**src/rtl/keystone_pkg.sv**
```systemverilog
// Shared types and constants for the keystone stream adapter.
// Provides coefficient typing, the input FSM encoding and the identity coefficient bus.
package keystone_pkg;

    localparam int COEFF_W_DEF    = 32;
    localparam int COEFF_FRAC_DEF = 16;
    localparam int NUM_COEFF_DEF  = 8;
    localparam int IDENT_MAX_W    = 1024;

    typedef logic signed [COEFF_W_DEF-1:0] coeff_t;

    typedef enum logic [2:0] {
        H11_IDX,
        H12_IDX,
        H13_IDX,
        H21_IDX,
        H22_IDX,
        H23_IDX,
        H31_IDX,
        H32_IDX
    } coeff_idx_t;

    typedef enum logic {
        SYNC   = 1'b0,
        ACTIVE = 1'b1
    } in_state_t;

    // Identity homography on a wide bus; callers truncate to their own bus width.
    function automatic logic [IDENT_MAX_W-1:0] identity_coeffs(input int unsigned coeff_w,
                                                               input int unsigned frac);
        logic [IDENT_MAX_W-1:0] one;
        one = IDENT_MAX_W'(1);
        return (one << (int'(H11_IDX) * coeff_w + frac)) |
               (one << (int'(H22_IDX) * coeff_w + frac));
    endfunction

endpackage

```
**src/rtl/keystone_sync_fifo.sv**
```systemverilog
// Single-clock registered FIFO with occupancy counter; DEPTH must be a power of 2.
// Pushes while full and pops while empty are ignored.
module keystone_sync_fifo #(
    parameter int WIDTH = 66,
    parameter int DEPTH = 4
) (
    input  logic                    clock,
    input  logic                    reset,
    input  logic                    push,
    input  logic [WIDTH-1:0]        push_data,
    input  logic                    pop,
    output logic [WIDTH-1:0]        pop_data,
    output logic                    full,
    output logic                    empty,
    output logic [$clog2(DEPTH):0]  occupancy
);

    localparam int PTR_W = $clog2(DEPTH);
    localparam int LVL_W = PTR_W + 1;

    logic [WIDTH-1:0] mem [DEPTH];
    logic [PTR_W-1:0] wr_ptr;
    logic [PTR_W-1:0] rd_ptr;
    logic             do_push;
    logic             do_pop;

    assign full     = (occupancy == LVL_W'(DEPTH));
    assign empty    = (occupancy == '0);
    assign do_push  = push && !full;
    assign do_pop   = pop && !empty;
    assign pop_data = mem[rd_ptr];

    // NOTE: sequential state uses non-blocking assignments so every register samples pre-edge values.
    always_ff @(posedge clock) begin
        if (reset) begin
            wr_ptr    <= '0;
            rd_ptr    <= '0;
            occupancy <= '0;
        end else begin
            if (do_push) wr_ptr <= wr_ptr + 1'b1;
            if (do_pop)  rd_ptr <= rd_ptr + 1'b1;
            case ({do_push, do_pop})
                2'b10:   occupancy <= occupancy + 1'b1;
                2'b01:   occupancy <= occupancy - 1'b1;
                default: ;
            endcase
        end
    end

    // NOTE: storage has no reset; pointers and occupancy alone define which entries are valid.
    always_ff @(posedge clock) begin
        if (do_push) mem[wr_ptr] <= push_data;
    end

endmodule

```
**src/rtl/keystone_stream_adapter.sv**
```systemverilog
// Frame-synchronising front end for the keystone core: FIFO buffering, line-length check and
// frame-atomic coefficient shadowing. Define KEYSTONE_ADAPTER_STATS_EN to add 32-bit stat counters.
module keystone_stream_adapter
    import keystone_pkg::*;
#(
    parameter int DATA_W     = 64,
    parameter int COEFF_W    = COEFF_W_DEF,
    parameter int COEFF_FRAC = COEFF_FRAC_DEF,
    parameter int NUM_COEFF  = NUM_COEFF_DEF,
    parameter int FIFO_DEPTH = 4,
    parameter int LINE_CNT_W = 16
) (
    input  logic                          clock,
    input  logic                          reset,
    input  logic                          clock_en,
    input  logic [DATA_W-1:0]             s_axis_tdata,
    input  logic                          s_axis_tvalid,
    output logic                          s_axis_tready,
    input  logic                          s_axis_tuser,
    input  logic                          s_axis_tlast,
    output logic [DATA_W-1:0]             m_axis_tdata,
    output logic                          m_axis_tvalid,
    input  logic                          m_axis_tready,
    output logic                          m_axis_tuser,
    output logic                          m_axis_tlast,
    input  logic [NUM_COEFF*COEFF_W-1:0]  cfg_coeff,
    input  logic                          cfg_enable,
    input  logic                          cfg_commit,
    input  logic [LINE_CNT_W-1:0]         cfg_line_beats,
    output logic [NUM_COEFF*COEFF_W-1:0]  coeff_active,
    output logic                          enable_active,
    output logic                          coeff_update,
    output logic                          line_err,
    output logic                          sof_err
`ifdef KEYSTONE_ADAPTER_STATS_EN
    ,
    output logic [31:0]                   stat_frames,
    output logic [31:0]                   stat_line_errs,
    output logic [31:0]                   stat_sof_errs
`endif
);

    localparam int BUS_W = NUM_COEFF * COEFF_W;
    localparam int LVL_W = $clog2(FIFO_DEPTH) + 1;
    localparam logic [BUS_W-1:0] IDENTITY = BUS_W'(identity_coeffs(COEFF_W, COEFF_FRAC));

    in_state_t             state_q;
    in_state_t             state_d;
    logic                  push;
    logic                  pop;
    logic                  fifo_full;
    logic                  fifo_empty;
    logic [LVL_W-1:0]      fifo_level;
    logic [DATA_W+1:0]     fifo_rdata;
    logic [DATA_W-1:0]     fifo_data;
    logic                  fifo_user;
    logic                  fifo_last;

    logic [LINE_CNT_W-1:0] line_cnt_q;
    logic [LINE_CNT_W-1:0] line_base;
    logic [LINE_CNT_W-1:0] line_inc;
    logic                  sof_mid;
    logic                  line_err_q;
    logic                  sof_err_q;

    logic [BUS_W-1:0]      staged_coeff;
    logic                  staged_enable;
    logic                  pending;
    logic                  apply;

    keystone_sync_fifo #(
        .WIDTH (DATA_W + 2),
        .DEPTH (FIFO_DEPTH)
    ) u_fifo (
        .clock     (clock),
        .reset     (reset),
        .push      (push),
        .push_data ({s_axis_tuser, s_axis_tlast, s_axis_tdata}),
        .pop       (pop),
        .pop_data  (fifo_rdata),
        .full      (fifo_full),
        .empty     (fifo_empty),
        .occupancy (fifo_level)
    );

    assign {fifo_user, fifo_last, fifo_data} = fifo_rdata;

    fifo_level_bounded: assert property (@(posedge clock) disable iff (reset)
        fifo_level <= LVL_W'(FIFO_DEPTH));

    always_ff @(posedge clock) begin
        if (reset)         state_q <= SYNC;
        else if (clock_en) state_q <= state_d;
    end

    always_comb begin
        state_d = state_q;
        if (state_q == SYNC && push) state_d = ACTIVE;
    end

    // NOTE: every output of a combinational block gets a default first, so no path can infer a latch.
    always_comb begin
        s_axis_tready = 1'b0;
        push          = 1'b0;
        if (clock_en) begin
            case (state_q)
                SYNC: begin
                    s_axis_tready = 1'b1;
                    push          = s_axis_tvalid && s_axis_tuser;
                end
                ACTIVE: begin
                    s_axis_tready = !fifo_full;
                    push          = s_axis_tvalid && !fifo_full;
                end
                default: ;
            endcase
        end
    end

    always_comb begin
        m_axis_tvalid = clock_en && !fifo_empty;
        pop           = m_axis_tvalid && m_axis_tready;
        m_axis_tdata  = m_axis_tvalid ? fifo_data : '0;
        m_axis_tuser  = m_axis_tvalid && fifo_user;
        m_axis_tlast  = m_axis_tvalid && fifo_last;
        apply         = pop && fifo_user && pending;
        coeff_update  = apply;
        line_err      = clock_en && line_err_q;
        sof_err       = clock_en && sof_err_q;
    end

    // A SOF arriving mid-line restarts the count so the SOF beat itself becomes beat 1.
    always_comb begin
        sof_mid   = s_axis_tuser && (line_cnt_q != '0);
        line_base = sof_mid ? '0 : line_cnt_q;
        line_inc  = (&line_base) ? line_base : line_base + 1'b1;
    end

    always_ff @(posedge clock) begin
        if (reset) begin
            line_cnt_q <= '0;
            line_err_q <= 1'b0;
            sof_err_q  <= 1'b0;
        end else if (clock_en) begin
            line_err_q <= push && s_axis_tlast && (line_inc != cfg_line_beats);
            sof_err_q  <= push && sof_mid;
            if (push) line_cnt_q <= s_axis_tlast ? '0 : line_inc;
        end
    end

    // Apply reads the old staged set, so a commit landing on the apply cycle waits for the next SOF.
    always_ff @(posedge clock) begin
        if (reset) begin
            staged_coeff  <= IDENTITY;
            staged_enable <= 1'b0;
            pending       <= 1'b0;
            coeff_active  <= IDENTITY;
            enable_active <= 1'b0;
        end else if (clock_en) begin
            if (cfg_commit) begin
                staged_coeff  <= cfg_coeff;
                staged_enable <= cfg_enable;
            end
            if (apply) begin
                coeff_active  <= staged_coeff;
                enable_active <= staged_enable;
            end
            pending <= cfg_commit || (pending && !apply);
        end
    end

`ifdef KEYSTONE_ADAPTER_STATS_EN
    always_ff @(posedge clock) begin
        if (reset) begin
            stat_frames    <= '0;
            stat_line_errs <= '0;
            stat_sof_errs  <= '0;
        end else if (clock_en) begin
            if (pop && fifo_user && stat_frames != '1) stat_frames <= stat_frames + 1'b1;
            if (line_err_q && stat_line_errs != '1)    stat_line_errs <= stat_line_errs + 1'b1;
            if (sof_err_q && stat_sof_errs != '1)      stat_sof_errs <= stat_sof_errs + 1'b1;
        end
    end
`endif

endmodule

```
**config.mk**
```make
export PLATFORM = sky130hd
export DESIGN_NAME = keystone_stream_adapter
export DESIGN_NICKNAME = d
export VERILOG_FILES = /design/src/rtl/keystone_pkg.sv /design/src/rtl/keystone_sync_fifo.sv /design/src/rtl/keystone_stream_adapter.sv
export SDC_FILE = /design/constraint.sdc
export NUM_CORES = 1
export LEC_CHECK = 0
export CORE_MARGIN = 5
export CORE_UTILIZATION = 30
export CTS_BUF_LIST = sky130_fd_sc_hd__clkbuf_4 sky130_fd_sc_hd__clkbuf_8 sky130_fd_sc_hd__clkbuf_16
export DETAILED_ROUTE_END_ITERATION = 8
export PLACE_DENSITY = 0.63
export SETUP_SLACK_MARGIN = 0.4
export SLEW_MARGIN = 20
export SYNTH_ARGS = -nofsm -noshare
export SYNTH_HDL_FRONTEND = slang
export SYNTH_HIERARCHICAL = 1
export SYNTH_SLANG_ARGS = --single-unit
```
**constraint.sdc**
```tcl
create_clock -name clock -period 4 [get_ports clock]
set_input_delay 1 -clock clock [delete_from_list [all_inputs] [get_ports clock]]
set_output_delay 1 -clock clock [all_outputs]
set_load 0.1 [all_outputs]
```
Word-level counts from Yosys, hierarchy flattened

Memory sizes are Yosys's and may differ from the RTL's. A register that Yosys moved wholly into a read port is not among the register bits.
Cells that the tools add are included.

$add $sub $neg: 5
Equal/unequal tests: 4
Multiplexer cells: 13
Bitwise logic cells: 1
Reductions and logical operators: 30

Operators by type and width:

| kind                                                                | number |
|---|---|
| 64-bit 2-to-1 mux                                                   | 1 |
| 16-bit 2-to-1 mux                                                   | 3 |
| 1-bit logical AND                                                   | 18 |
| 16-bit by 1-bit adder with 16-bit output (second input constant)    | 1 |
| 16-bit inequality test                                              | 1 |
| 16-bit AND reduction                                                | 1 |
| 16-bit nonzero test                                                 | 1 |
| 2-bit AND reduction                                                 | 4 |
| 3-bit case mux with 2 select lines                                  | 1 |
| 2-bit by 1-bit adder with 2-bit output (second input constant)      | 2 |
| 1-bit 2-to-1 mux                                                    | 4 |
| 2-bit 2-to-1 mux                                                    | 2 |
| 1-bit case mux with 2 select lines                                  | 2 |
| 3-bit by 1-bit adder with 3-bit output (second input constant)      | 1 |
| 3-bit == test (second input constant)                               | 1 |
| 1-bit zero test                                                     | 3 |
| 3-bit zero test                                                     | 1 |
| 3-bit by 1-bit subtractor with 3-bit output (second input constant) | 1 |
| 2-bit by 1-bit == test with 1-bit output (second input constant)    | 1 |
| 2-bit == test (second input constant)                               | 1 |
| 2-bit nonzero test                                                  | 1 |
| 1-bit logical OR                                                    | 1 |
| 1-bit NOT                                                           | 1 |

Register bits: 541
Bits in writable memories: 264
Input bits: 345
Output and inout port bits: 328
Logic and storage cells: 66
Memories kept: 1

Memory list:

| memory     | words | width | read ports | clocked after memory_dff | write ports | line                     | RTL |
|---|---|---|---|---|---|---|---|
| u_fifo.mem | 4     | 66    | 1          | 1                        | 1           | keystone_sync_fifo.sv:21 | `logic [WIDTH-1:0] mem [DEPTH];` |

Depth between registers and ports, before layout

Gate-level depths: netlist (run 1).

Depth in word-level cells: 9
Mapped depth: 14

Cells and area by module

Netlist (run 1), hierarchy kept.

Modules (own cells, without submodules):

| module                  | times used | cells an instance | area an instance (µm²) | seq. area each (µm²) |
|---|---|---|---|---|
| keystone_stream_adapter | 1          | 2594              | 19905.3                | 10690.3 |
| keystone_sync_fifo      | 1          | 398               | 9988.3                 | 8107.8 |

Least setup slack after synthesis (run 1)

No wires, ideal clock.

Kind: input-to-output
From: in clock_en
To: out m_axis_tdata[54]
Data arrival time: 3.424 ns
Required time: 3.000 ns
Setup slack: -0.424 ns
Cell stages on the path: 5
Path buffers: 3
Path through: clkbuf_1 nor2b_1 clkbuf_1 clkbuf_1 and2_1

Cells in the longest elaborated chain, start to end: 2

Ends and longest elaborated chain:

| item                    | line                           | RTL |
|---|---|---|
| start, declared         | keystone_stream_adapter.sv:15  | `input logic clock_en,` |
| 1-bit logical AND       | keystone_stream_adapter.sv:121 | `m_axis_tvalid = clock_en && !fifo_empty;` |
| named net m_axis_tvalid | keystone_stream_adapter.sv:22  | `output logic m_axis_tvalid,` |
| 64-bit 2-to-1 mux       | keystone_stream_adapter.sv:123 | `m_axis_tdata = m_axis_tvalid ? fifo_data : '0;` |
| end, declared           | keystone_stream_adapter.sv:21  | `output logic [DATA_W-1:0] m_axis_tdata,` |

The timed path passes the listed nets, and every way through them passes these cells.

Worst setup path after layout (run 1)

From: reg line_cnt_q[2]
To: reg line_err_q

Cells in the longest elaborated chain, start to end: 7
Elaborated cells on any way between the ends: 8
Those cells by class: add/sub: 1; eq/ne: 1; mux: 2; reduce/logical: 4

Ends and longest elaborated chain:

| item                                                                             | line                           | RTL |
|---|---|---|
| start, declared                                                                  | keystone_stream_adapter.sv:59  | `logic [LINE_CNT_W-1:0] line_cnt_q;` |
| start signal, assigned                                                           | keystone_stream_adapter.sv:147 | `if (push) line_cnt_q <= s_axis_tlast ? '0 : line_inc;` |
| 16-bit nonzero test                                                              | keystone_stream_adapter.sv:134 | `sof_mid = s_axis_tuser && (line_cnt_q != '0);` |
| 1-bit logical AND                                                                | keystone_stream_adapter.sv:134 |  |
| 16-bit 2-to-1 mux (*)                                                            | keystone_stream_adapter.sv:135 | `line_base = sof_mid ? '0 : line_cnt_q;` |
| 16-bit by 1-bit adder with 16-bit output or 16-bit AND reduction (tied branches) | keystone_stream_adapter.sv:136 | `line_inc = (&line_base) ? line_base : line_base + 1'b1;` |
| 16-bit 2-to-1 mux (*)                                                            | keystone_stream_adapter.sv:136 |  |
| 16-bit inequality test (*)                                                       | keystone_stream_adapter.sv:145 | `line_err_q <= push && s_axis_tlast && (line_inc != cfg_line_beats);` |
| 1-bit logical AND (*)                                                            | keystone_stream_adapter.sv:145 |  |
| end signal, assigned                                                             | keystone_stream_adapter.sv:145 |  |
| end, declared                                                                    | keystone_stream_adapter.sv:63  | `logic line_err_q;` |

Every way passes the cells marked *; elsewhere a longest branch is shown, timed or not.
A chain may end at the register's enable or synchronous reset.

==> results of run 1 <==
[worst paths after layout]
check / from / end / slack [ns]
max: line_cnt_q[2] / line_err_q / 0.43
min reg2reg: staged_coeff[234] / coeff_active[234] / 0.39
max reg2reg: line_cnt_q[2] / line_err_q / 0.43
min: staged_coeff[234] / coeff_active[234] / 0.39
[metrics by stage]
step | std cells | instance area (µm²) | setup TNS (ns) | setup WS [ns] | hold WS [ns]
floorplan | 2992 | 29950 | 0 | 0.2273 | 0.4322
global placement | 4810 | 38880 | -0.08765 | -0.08765 | 0.4357
detailed placement | 4810 | 38880 | 0 | 0.01577 | 0.4410
CTS | 4967 | 41940 | 0 | 0.3825 | 0.3909
global route | 4975 | 42020 | 0 | 0.2711 | 0.4038
finish | 4984 | 42040 | 0 | 0.4343 | 0.3937
[registers in the layout (all words and copies together), names as in the netlist, 2 cells and up, named ones only]
| register | flops |
|---|---|
| u_fifo/occupancy | 3 |
| u_fifo/wr_ptr | 2 |
| line_cnt_q | 16 |
| staged_coeff | 256 |
| u_fifo/rd_ptr | 2 |
| coeff_active | 256 |
| u_fifo/mem | 264 |
[cell families after synthesis]
kind of cell / Yosys count
multiplexers: 69
XOR/XNOR: 9
flip-flops: 807
AO/OA/AOI/OAI: 609
buffers and inverters: 232
adder cells (fa/ha/maj): 7
AND/OR/NAND/NOR: 1259
[routing by layer]
layer  global-route usage (%)  vias up
li1                         -    11400
met1                    20.30    11100
met2                    26.30      744
met3                    6.762      197
met4                    7.454       32
met5                        0        -
[power groups by stage]
stage          clock network (mW)  logic, mW  registers (mW)
6_report                     8.35       1.19            8.68
5_1_grt                      8.96       1.27            8.69
4_1_cts                      8.60       1.20            8.68
3_5_place_dp                    0       1.19            8.86
3_3_place_gp                    0       1.19            8.85
2_1_floorplan                   0      0.546            8.85
[what timing repair did]
item | in CTS | in global routing
gates cloned | 0 | 0
pin swaps | 3 | 7
setup buffers | 1 | 2
setup endpoints to repair | 2 | 2
hold buffers | 0 | 0
resized for setup | 7 | 10
[cell usage after synthesis, drive strengths merged (3+ instances only)]
cell type	n
a21oi	545
a311oi	3
a31oi	6
and2	78
and3	7
buf	25
clkbuf	189
dfxtp	543
edfxtp	264
ha	6
inv	17
mux4	66
nand2	1046
nand2b	8
nand3	14
nand3b	5
nand4	8
nor2	37
nor2b	6
nor3	17
nor3b	4
nor4	8
o211a	3
o211ai	4
o21ai	21
o31ai	3
o41ai	3
or2	3
or3	5
or4	8
xnor2	3
xor2	6
[worst register-to-register path, delay by kind of cell, from the launching register on]
family | cells | cell delay, ns
AND/OR/NAND/NOR | 5 | 1.52
AO/OA/AOI/OAI | 4 | 1.07
flip-flops | 1 | 0.31
XOR/XNOR | 1 | 0.20
adder cells (fa/ha/maj) | 1 | 0.19
buffers and inverters | 1 | 0.18
[area by class of cell]
type,count,area (µm²),share of cell area [%]
Tap cell,1287,1610,3.830
Clock inverter,43,523.0,1.244
Antenna cell,15,37.54,0.08928
Multi-Input combinational cell,1953,10230,24.33
Clock buffer,113,2494,5.931
Timing Repair Buffer,748,8269,19.67
Sequential cell,807,18800,44.73
Inverter,18,75.07,0.1786
==> qor.yml, run 1 <==
run_status:
  status: "complete, no violations"
logic_synthesis:
  synthSimpleGateAreaFrac_pct: 17.35
  synth-seq-cells: 807
  synth_warnings: 6
  synth_nets: 3344
  async_flop_share_pct: 0
  ys_seq_area_share_pct: 62.88
  ys.flop_type: "dfxtp_1"
  synth_area_um2: 29890
  synth_compound_area_share_pct: 10.75
  yosys.area.top_type: "dfxtp_1"
  synthTopCellsByArea: "dfxtp_1 36%, edfxtp_1 27%, nand2_1 13%"
  synth.avg_cell_area_um2: 9.991
  synth.area.mux_share_pct: 5.077
  synthDominantCellAreaShare_pct: 36.36
  synth_cell_types: 67
  synth_xor_area_share_pct: 0.2637
  synth_top_family_by_area: "simple AND/OR/NAND/NOR gates"
  synth-adder-area-share_pct: 0.3181
  synth-edff-count: 264
  synthCells: 2992
sta:
  setup_viol: 0
  fmax_mhz: 280.5
  finalHoldViolations: 0
  fin_worst_skew_ns: 0.06471
  max_slew.worst_pin.slew_ns: 1.119
  final.period_utilization_pct: 89.14
  fin_crit_ns: 3.566
  final-max-slew-violation-count: 0
  rsz0062_at_grt: "true"
  relSlewSlack_pct: 25.19
clock_network:
  cts_made_buffers: 89
  cts_num_sinks: 807
  clk_pin_slew_worst_paths_ns: 0.07
  htree_levels: 3
  cts-root-buf: "clkbuf_16"
  cts_buffer_depth: 3
  clk_latency_ns: 0.67
  tritoncts: "done"
drt:
  via_count: 23470
  detail_route.iter0.violations: 1842
  dr_wl_met3_mm: 9.155
  vias_per_cell: 4.709
  met1_length_mm: 37.18
  dr.pass1.iters: 5
  final_antenna_net_count: 0
  wl_mm: 93.18
  route.met2.wl_mm: 42.61
  wire_per_inst_um: 18.69
  drc_errors: 0
  routed.top_layer: "met5"
floorplan:
  die_x_um: 325.7
  rows: 115
  die_area_um2: 106100
  chipHeight_um: 325.7
  start_util_pct: 30.29
  core_um2: 98710
  ios: 673
pwr:
  power_density_nw_per_um2: 433.4
  clockPowerShare_pct: 45.8
  p_total_mw: 18.22
  p_switching_mw: 4.097
  p_int_mw: 14.13
  pwr-share-seq_pct: 47.6
  p_comb_share_pct: 6.5
  p_leak_nw: 14.14
  switching_share_pct: 22.48
  ir_drop_mv: 0.3010
setup_path:
  crit_path_max_incr_delay_ns: 0.56
  cp-start-kind: "register"
  crit_required_ns: 4.56
  cp-end-kind: "register"
  path_class: "reg -> reg"
  reg2reg_depth: 12
  cp_data_arrival_time_ns: 4.12
  critPathSlowestCell: "or4_4"
  timing.critical_path.buf_inv: 1
  path_cells: "or4_4 -> o41a_1 -> nor2_1 -> ha_2 -> buf_4 -> and4_2 -> o211ai_1 -> xor2_1 -> a221oi_1 -> nand4_1 -> nor4_2 -> a31oi_1"
  critical-path-top-delay-family: "simple AND/OR/NAND/NOR gates"
  cp.depth: 12
  crit_fanout: 12
cells_and_area:
  final_common_cell: "nand2_1"
  fillers: 9494
  postLayoutCoreUtil_pct: 42.59
  layout-drive-gt1-share_pct: 12.03
  area_growth_pct: 40.64
  finalNetCount: 3969
  layout_common_cells: "1044 x nand2_1, 576 x clkdlybuf4s50_1, 544 x a21oi_1"
global_routing:
  grt_pass1_wl_mm: 138.6
  antenna_found_initial: 33
  grtUsageTotal_pct: 16.74
  grt_pass1_vias: 22520
  grt_max_degree: 147
  grt-ovfl-total: 0
worst_hold_path:
  hp-class: "reg -> reg"
  worstHoldPathCells: 2
place:
  hpwl_mm: 62.12
  gp_congestion: 0.8646
  numPortBuffers: 672
run:
  maxCapViolCount: 0
Power figures use the tool's default switching activity.
==> run 2: changes to the inputs <==
Settings changed: CAP_MARGIN set to 15.
==> results of run 2 <==
The final DEF is identical to that of run 1; final timing and power are the same.
